### config.mk
export PLATFORM = sky130hd
export DESIGN_NAME = bit_serial_feeder_flat
export DESIGN_NICKNAME = d
export VERILOG_FILES = /design/src/rtl/bit_serial_pkg.sv /design/src/rtl/bit_serial_feeder_if.sv /design/src/rtl/ser_hold_buf.sv /design/src/rtl/bit_serial_feeder.sv /design/src/flat_wrapper.sv
export SDC_FILE = /design/constraint.sdc
export NUM_CORES = 1
export LEC_CHECK = 0
export ABC_AREA = 1
export CORE_MARGIN = 10
export CORE_UTILIZATION = 53
export DETAILED_ROUTE_END_ITERATION = 10
export GPL_TIMING_DRIVEN = 0
export PLACE_DENSITY = 0.79
export SETUP_SLACK_MARGIN = 0.15
export SLEW_MARGIN = 10
export SYNTH_ARGS = -nofsm -noshare
export SYNTH_HDL_FRONTEND = slang
export SYNTH_SLANG_ARGS = --single-unit
### constraint.sdc
create_clock -name clk -period 1.87 [get_ports clk]
set_input_delay 0.187 -clock clk [delete_from_list [all_inputs] [get_ports clk]]
set_output_delay 0.187 -clock clk [all_outputs]
set_load 0.01 [all_outputs]
### src/rtl/bit_serial_pkg.sv
// bit_serial_pkg: shared state encoding and default word width for the bit-serial blocks
package bit_serial_pkg;
  localparam int DEF_WIDTH = 8;
  typedef enum logic {S_IDLE = 1'b0, S_SHIFT = 1'b1} state_t;
endpackage

### src/rtl/bit_serial_feeder_if.sv
// bit_serial_feeder_if: word handshake, bit strobe and serial output bundle
interface bit_serial_feeder_if import bit_serial_pkg::*; #(parameter int WIDTH = DEF_WIDTH);
  logic [WIDTH-1:0] in_data;
  logic in_valid;
  logic in_ready;
  logic bit_en;
  logic x_out;
  logic x_valid;
  logic busy;
  modport master(output in_data, in_valid, bit_en, input in_ready, x_out, x_valid, busy);
  modport slave(input in_data, in_valid, bit_en, output in_ready, x_out, x_valid, busy);
endinterface

### src/rtl/ser_hold_buf.sv
// ser_hold_buf: one-entry valid/ready holding register
module ser_hold_buf import bit_serial_pkg::*; #(parameter int WIDTH = DEF_WIDTH) (
  input  logic             clk,
  input  logic             rst,
  input  logic [WIDTH-1:0] wr_data,
  input  logic             wr_valid,
  output logic             wr_ready,
  output logic [WIDTH-1:0] rd_data,
  output logic             rd_valid,
  input  logic             rd_take
);
  logic full;
  assign wr_ready = !full;
  assign rd_valid = full;
  always_ff @(posedge clk or negedge rst)
    if (!rst) begin
      full <= 1'b0;
      rd_data <= '0;
    end else if (wr_valid && !full) begin
      full <= 1'b1;
      rd_data <= wr_data;
    end else if (rd_take) full <= 1'b0;
endmodule

### src/rtl/bit_serial_feeder.sv
// bit_serial_feeder: parallel-to-serial front end with one-word lookahead buffer
module bit_serial_feeder import bit_serial_pkg::*; #(
  parameter int WIDTH     = DEF_WIDTH,
  parameter bit MSB_FIRST = 1'b1,
  parameter bit IDLE_BIT  = 1'b0
) (
  input logic clk,
  input logic rst,
  bit_serial_feeder_if.slave bus
);
  localparam int CW = $clog2(WIDTH);
  state_t state;
  logic [WIDTH-1:0] shreg, hold_data;
  logic [CW-1:0] bit_cnt;
  logic hold_full, hold_ready, xfer, last, take;
  assign last = bus.bit_en && bit_cnt == CW'(WIDTH - 1);
  assign xfer = bus.in_valid && hold_ready;
  assign take = state == S_SHIFT && last && hold_full;
  // Words go to the buffer only while a word is still shifting; otherwise they load shreg directly
  ser_hold_buf #(.WIDTH(WIDTH)) u_hold (
    .clk      (clk),
    .rst      (rst),
    .wr_data  (bus.in_data),
    .wr_valid (bus.in_valid && state == S_SHIFT && !last),
    .wr_ready (hold_ready),
    .rd_data  (hold_data),
    .rd_valid (hold_full),
    .rd_take  (take)
  );
  assign bus.in_ready = hold_ready;
  assign bus.x_valid = state == S_SHIFT;
  assign bus.x_out = state == S_SHIFT ? (MSB_FIRST ? shreg[WIDTH-1] : shreg[0]) : IDLE_BIT;
  assign bus.busy = state == S_SHIFT || hold_full;
  always_ff @(posedge clk or negedge rst)
    if (!rst) begin
      state <= S_IDLE;
      shreg <= '0;
      bit_cnt <= '0;
    end else if (state == S_IDLE) begin
      if (xfer) begin
        shreg <= bus.in_data;
        bit_cnt <= '0;
        state <= S_SHIFT;
      end
    end else if (bus.bit_en) begin
      if (!last) begin
        shreg <= MSB_FIRST ? {shreg[WIDTH-2:0], 1'b0} : {1'b0, shreg[WIDTH-1:1]};
        bit_cnt <= bit_cnt + 1'b1;
      end else if (hold_full) begin
        shreg <= hold_data;
        bit_cnt <= '0;
      end else if (xfer) begin
        shreg <= bus.in_data;
        bit_cnt <= '0;
      end else state <= S_IDLE;
    end
endmodule

### src/flat_wrapper.sv
// flat-port wrapper written by rule: the top's interface ports become plain ports
module bit_serial_feeder_flat import bit_serial_pkg::*;
#(
  parameter int WIDTH     = DEF_WIDTH,
  parameter bit MSB_FIRST = 1'b1,
  parameter bit IDLE_BIT  = 1'b0
)
  (clk, rst, bus_in_data, bus_in_valid, bus_bit_en, bus_in_ready, bus_x_out, bus_x_valid, bus_busy);
  bit_serial_feeder_if #(.WIDTH(WIDTH)) bus_i ();
  input logic clk;
  input logic rst;
  input wire logic [$bits(bus_i.in_data)-1:0] bus_in_data;
  input wire logic [$bits(bus_i.in_valid)-1:0] bus_in_valid;
  input wire logic [$bits(bus_i.bit_en)-1:0] bus_bit_en;
  output wire logic [$bits(bus_i.in_ready)-1:0] bus_in_ready;
  output wire logic [$bits(bus_i.x_out)-1:0] bus_x_out;
  output wire logic [$bits(bus_i.x_valid)-1:0] bus_x_valid;
  output wire logic [$bits(bus_i.busy)-1:0] bus_busy;
  assign bus_i.in_data = bus_in_data;
  assign bus_i.in_valid = bus_in_valid;
  assign bus_i.bit_en = bus_bit_en;
  assign bus_in_ready = bus_i.in_ready;
  assign bus_x_out = bus_i.x_out;
  assign bus_x_valid = bus_i.x_valid;
  assign bus_busy = bus_i.busy;
  bit_serial_feeder #(.WIDTH(WIDTH), .MSB_FIRST(MSB_FIRST), .IDLE_BIT(IDLE_BIT)) u_core (.clk(clk), .rst(rst), .bus(bus_i));
endmodule
==> flow_metrics.env, run 1 <==
export IMPL_status="complete, no violations"
export IMPL_syn_area_per_cell_um2=7.86
export IMPL_synth_ff_type="dfrtp_1"
export IMPL_synth_edf_count=0
export IMPL_netlist_area_um2=1190
export IMPL_cp_startpoint="u_core.bus.x_valid"
export IMPL_dieHeight_um=67.5
export IMPL_hpwl_um=1830
export IMPL_dieArea_um2=4550
export IMPL_avgRoutedWirePerCell_um=13.2
export IMPL_routed_via_count=1034
export IMPL_clk_pin_slew_ns=0.13
export IMPL_rr_startpoint="u_core.bit_cnt[0]"
export IMPL_cp_max_fo=7
export IMPL_required_ns=1.68
export IMPL_synth_top_cell_area_share_pct=44.0
export IMPL_antenna_found_initial=0
export IMPL_async_reset_ff_share_pct=100
export IMPL_htree_num_levels=1
export IMPL_fin_area_um2=1480
export IMPL_totalWireLength_um=2680
export IMPL_fin_crit_sh_pct=87.8
export IMPL_gr_usage_all_layers_pct=12.3
export IMPL_maxSlewViolCount=0
export IMPL_n_antenna_cell=0
export IMPL_synth_warnings=0
export IMPL_cts_made_buffers=3
export IMPL_synth_top_area_cell="dfrtp_1"
export IMPL_core_region_area_um2=2170
export IMPL_dr_pass1_iters=4
export IMPL_synthesis_nets=166
export IMPL_synthTopCellsByArea="dfrtp_1 (44%), nand2_1 (13%), nor2_1 (11%)"
export IMPL_io_buffers=15
export IMPL_pwr_density_cell_nw_per_um2=1110
export IMPL_min_period_ns=1.64
export IMPL_hp_class="input pin to asynchronous set/reset pin"
export IMPL_fmax_ghz=0.609
export IMPL_gp_congestion=0.827
export IMPL_critPathCaptureType="output pin"
export IMPL_grt_first_pass_wirelength_um=4320
export IMPL_hold_violations=0
export IMPL_top_usage_layer="met2"
export IMPL_crit_family="buffers and inverters"
export IMPL_setup_violations_final=0
export IMPL_synth_cells=152
export IMPL_final_core_util_pct=68.3
export IMPL_detail_route_antenna_nets=0
export IMPL_grt_pass1_vias=990
export IMPL_crit_buf_inv=2
export IMPL_cts_tree="done"
export IMPL_power_leakage_uw=0.000725
export IMPL_drv_cap=0
export IMPL_tightest_slew_ns=0.908
export IMPL_layout_drive_gt1_share_pct=20.6
export IMPL_synth_ff_latch_count=21
export IMPL_io_pin_count=16
export IMPL_crit_path_top_delay_cell="clkdlybuf4s50_1"
export IMPL_met3_usage_pct=2.81
export IMPL_cts_root_buf="clkbuf_4"
export IMPL_area_growth_pct=24.0
export IMPL_drtIter0Drc=50
export IMPL_die_x_um=67.5
export IMPL_drcViolationCount=0
export IMPL_num_rows=17
export IMPL_ys_seq_area_share_pct=44.0
export IMPL_slowest_delay_ns=0.52
export IMPL_critical_path_class="flop to output pin"
export IMPL_placed_area_um2=1380
export IMPL_clkLatencyLatePin_ns=0.32
export IMPL_met1_usage_pct=14.0
export IMPL_fin_tns_setup_ns=0
export IMPL_ir_drop_uv=806
export IMPL_crit_chain="nand2_1, inv_1, clkdlybuf4s50_1"
export IMPL_cts_sinks=21
export IMPL_synth_cell_types=20
export IMPL_arrival_ns=1.45
export IMPL_finClkSkew_ns=0.0112
export IMPL_initial_core_util_pct=55.1
export IMPL_startpoint_type="flop"
export IMPL_slew_headroom_pct=39.3
export IMPL_viasPerCell=5.09
export IMPL_grt_max_degree=22
export IMPL_grt_overflow=0
export IMPL_grt_met2_usage_pct=21.0
export IMPL_ctsLongestPathBuffers=2
export IMPL_fin_nets=190
export IMPL_ctsHoldBuffers=0
export IMPL_rsz0062_at_grt="yes"
==> kinds of logic after synthesis <==
group	share of synthesized area (%)
AOI/OAI and AO/OA	16.3
adders and majority gates	2.09
buffers and inverters	9.42
DFF	44.0
and+or+nand+nor	28.2
==> layer usage <==
layer  share of wire, %  up-vias
li1                   -      526
met1                 43      470
met2                 49       32
met3                5.3        6
met4                2.2        0
met5                  0        -
==> per-stage QoR <==
stage               hold slack [ns]  instances  total power [uW]  setup WS [ns]
floorplan                    -0.109        152              1180          0.342
global placement              0.462        195              1330          0.185
detailed placement            0.469        195              1360          0.151
CTS                           0.407        200              1600          0.152
global route                  0.430        203              1780          0.138
finish                        0.359        203              1640          0.229
==> layout make-up <==
cell class | instances | area, um2
Inverter | 14 | 57.6
Timing Repair Buffer | 18 | 195
Sequential cell | 21 | 527
Fill cell | 183 | 688
Clock buffer | 3 | 22.5
Multi-Input combinational cell | 113 | 578
Buffer | 5 | 61.3
Clock inverter | 1 | 5.00
Tap cell | 28 | 35.0
==> flip-flops by register name (all words and copies together), names as in the netlist <==
register / flops
u_core.bit_cnt: 3
u_core.bus.x_valid: 1
u_core.shreg: 8
u_core.u_hold.rd_data: 8
u_core.u_hold.rd_valid: 1
==> layout by cell type, fill, tap and decap left out, drive strengths merged <==
cell type and count:
nand2 41, dlymetal6s2s 2, clkinv 1, nor2 35, clkbuf 4, clkdlybuf4s50 13, inv 14, dfrtp 21
o21ai 6, a21oi 21, o211ai 1, or2 1, nand3 6, buf 7, ha 2
==> worst register-to-register path, delay by kind of cell (launching register included) <==
| kind | cells | cell delay (ns) |
|---|---|---|
| AND/OR/NAND/NOR | 3 | 0.32 |
| AO/OA/AOI/OAI | 1 | 0.13 |
| buffers and inverters | 2 | 0.28 |
| adder cells (fa/ha/maj) | 2 | 0.43 |
| flip-flops | 1 | 0.42 |
==> cell usage after synthesis, types with 2 or more instances <==
| cell | instances |
|---|---|
| dfrtp_1 | 21 |
| inv_1 | 11 |
| nor2_1 | 35 |
| buf_6 | 2 |
| ha_1 | 2 |
| a21oi_1 | 7 |
| nand2_1 | 40 |
| o21ai_1 | 3 |
| o21ai_0 | 3 |
| inv_2 | 2 |
| a21oi_2 | 14 |
| nand3_1 | 3 |
| buf_4 | 2 |
==> repair_timing <==
action	CTS	global route
gates cloned	0	2
gates resized for setup	1	7
endpoints found under the setup margin	7	22
buffers inserted	1	1
==> final timing paths <==
kind,end,slack [ns],cells after the start
max in group asynchronous,u_core.bus.x_valid,0.90,1
min in group clk,u_core.u_hold.rd_data[0],0.46,3
min reg2reg,u_core.bit_cnt[2],0.50,2
max,bus_x_out,0.23,3
max reg2reg,u_core.u_hold.rd_data[6],0.23,8
min,u_core.u_hold.rd_valid,0.36,1
==> where the power goes <==
group          total (uW)  leakage, uW  internal, uW  switching [uW]
clock network         232    0.0000177          80.1             151
logic                 726     0.000474           314             412
registers             687     0.000233           614            72.7
(Power assumes the default switching activity.)
==> run 2, diff against run 1 <==
- CTS_CLUSTER_DIAMETER: default -> 60
==> results of run 2 <==
No change in the layout: final DEF, timing and power equal those of run 1.
==> run 3, diff against run 2 <==
- SLEW_MARGIN: 10 -> default
- clock period: 1.87 -> 1.6 ns (I/O delays scaled with it)
==> run 3 against run 2 <==
Compared with the run above:
- power rose by 27%
- critical path depth rose by 6
- flip-flop and latch count did not move
- register-to-register slack got worse by 0.16 ns
- clock skew fell by 0.0087 ns
- cell area rose by 10%
- clock-buffer cell count did not move
- setup slack got worse by 0.16 ns
- clock power rose by 9.1%
- first-iteration DRC count fell by 70%
==> flow_metrics.env, run 3 (synthesis gave the netlist of run 1 again) <==
export IMPL_tightest_slew_ns=0.924
export IMPL_core_region_area_um2=2170
export IMPL_critical_path_class="flop to flop"
export IMPL_clkLatencyLatePin_ns=0.30
export IMPL_fmax_ghz=0.653
export IMPL_drv_cap=0
export IMPL_dr_pass1_iters=4
export IMPL_fin_tns_setup_ns=0
export IMPL_dieHeight_um=67.5
export IMPL_power_total_uw=2090
export IMPL_ir_drop_uv=1050
export IMPL_min_period_ns=1.53
export IMPL_io_pin_count=16
export IMPL_power_leakage_uw=0.000743
export IMPL_status="complete, no violations"
export IMPL_final_cell_mix="nand2_1 (38), nor2_1 (26), dfrtp_1 (20), a21oi_2 (16)"
export IMPL_gr_usage_all_layers_pct=13.2
export IMPL_ctsHoldBuffers=0
export IMPL_reg2reg_to="u_core.u_hold.rd_data[3]"
export IMPL_grt_overflow=0
export IMPL_detail_route_antenna_nets=0
export IMPL_hpwl_um=1930
export IMPL_maxSlewViolCount=0
export IMPL_setup_ws_ns=0.0686
export IMPL_crit_path_top_delay_cell="dfrtp_1"
export IMPL_clk_pin_slew_ns=0.12
export IMPL_viasPerCell=5.28
export IMPL_hp_class="input pin to asynchronous set/reset pin"
export IMPL_fin_nets=192
export IMPL_antenna_found_initial=0
export IMPL_htree_num_levels=1
export IMPL_r2r_cells=9
export IMPL_slew_headroom_pct=38.2
export IMPL_totalWireLength_um=2730
export IMPL_holdWs_ns=0.364
export IMPL_arrival_ns=1.74
export IMPL_final_common_cell="nand2_1"
export IMPL_initial_core_util_pct=55.1
export IMPL_dpl_worst_slack_ns=-0.0375
export IMPL_layout_drive_gt1_share_pct=31.1
export IMPL_rr_startpoint="u_core.bit_cnt[0]"
export IMPL_drtIter0Drc=15
export IMPL_gp_congestion=0.859
export IMPL_area_growth_pct=36.3
export IMPL_cts_tree="done"
export IMPL_n_antenna_cell=0
export IMPL_cts_sinks=21
export IMPL_startpoint_type="flop"
export IMPL_rsz0062_at_grt="yes"
export IMPL_cp_max_fo=7
export IMPL_crit_buf_inv=2
export IMPL_drcViolationCount=0
export IMPL_dieArea_um2=4550
export IMPL_r2r_slack_ns=0.07
export IMPL_grt_first_pass_wirelength_um=4760
export IMPL_die_x_um=67.5
export IMPL_largestRegisters="u_core.shreg x8, u_core.u_hold.rd_data x8, u_core.bit_cnt x3"
export IMPL_finClkSkew_ns=0.00250
export IMPL_hold_violations=0
export IMPL_ctsLongestPathBuffers=2
export IMPL_pwr_density_cell_nw_per_um2=1280
export IMPL_cts_made_buffers=3
export IMPL_required_ns=1.80
export IMPL_num_rows=17
export IMPL_crit_chain="ha_4, ha_4, nand2_4, nand2_4, inv_4, nand3_4, buf_12, nor2_4, a21oi_2"
export IMPL_grt_pass1_vias=1151
export IMPL_crit_family="flip-flops"
export IMPL_critPathCaptureType="flop"
export IMPL_setup_violations_final=0
export IMPL_cts_root_buf="clkbuf_4"
export IMPL_final_core_util_pct=75.1
export IMPL_io_buffers=15
export IMPL_routed_via_count=1082
export IMPL_slowest_delay_ns=0.43
export IMPL_nFillCells=170
export IMPL_avgRoutedWirePerCell_um=13.3
export IMPL_fin_crit_sh_pct=95.7
export IMPL_grt_max_degree=22
run 3: cell types whose count changed in the layout (fill, tap and decap cells not counted), sizes merged:
cell | before | now
nand3 | 6 | 5
buf | 7 | 11
dlygate4sd2 | 0 | 3
clkdlybuf4s50 | 13 | 11
dlymetal6s2s | 2 | 0
clkbuf | 4 | 3
clkdlybuf4s15 | 0 | 1
run 3: power by group:
part / leakage (uW) / switching (uW) / internal (uW)
Clock: 0.0000177 / 160 / 93.1
Combinational: 0.000492 / 554 / 454
Sequential: 0.000233 / 108 / 719
run 3: per-layer routing:
layer / wire [um] / part of all wire (%) / global-route usage [%]
met3: 91 / 3.3 / 2.81
met5: 0 / 0 / 0
met1: 1180 / 43 / 14.5
met2: 1440 / 53 / 23.9
met4: 16 / 0.59 / 5.64
run 3: area by class of cell:
type | instances | area [um2] | area share [%]
multi-input combinational | 112 | 691 | 42.4
timing repair buffer | 21 | 224 | 13.7
tap | 28 | 35.0 | 2.15
inverter | 14 | 60.1 | 3.69
clock buffer | 3 | 22.5 | 1.38
sequential | 21 | 527 | 32.3
clock inverter | 1 | 5.00 | 0.307
buffer | 5 | 65.1 | 3.99
run 3: repair_timing:
item	CTS	global route
gates cloned	1	0
pin swaps	0	3
gates resized for setup	33	9
setup buffers	4	1
endpoints found under the setup margin	24	22
run 3: metrics by stage:
step | area [um2] | cells
finish | 1630 | 205
global route | 1630 | 205
CTS | 1590 | 204
detailed placement | 1400 | 195
global placement | 1400 | 195
floorplan | 1210 | 152
run 3: worst max path at each step:
stage / to / slack [ns] / startpoint / depth (start not counted)
finish: u_core.u_hold.rd_data[3] / 0.07 / u_core.bit_cnt[0] / 9
CTS: u_core.u_hold.rd_data[3] / 0.06 / u_core.bit_cnt[0] / 9
detailed placement: u_core.shreg[6] / -0.04 / bus_bit_en / 6
global placement: u_core.shreg[4] / -0.01 / bus_bit_en / 6
global route: u_core.u_hold.rd_data[3] / 0.02 / u_core.bit_cnt[0] / 9
floorplan: u_core.u_hold.rd_data[0] / 0.16 / u_core.bit_cnt[0] / 9
run 3: worst reg2reg max path, cell delays in order (launching register included):
cell and delay (ns):
dfrtp_1 0.43, ha_4 0.18, ha_4 0.16, nand2_4 0.07, nand2_4 0.08, inv_4 0.07, nand3_4 0.13, buf_12 0.19
nor2_4 0.08, a21oi_2 0.03
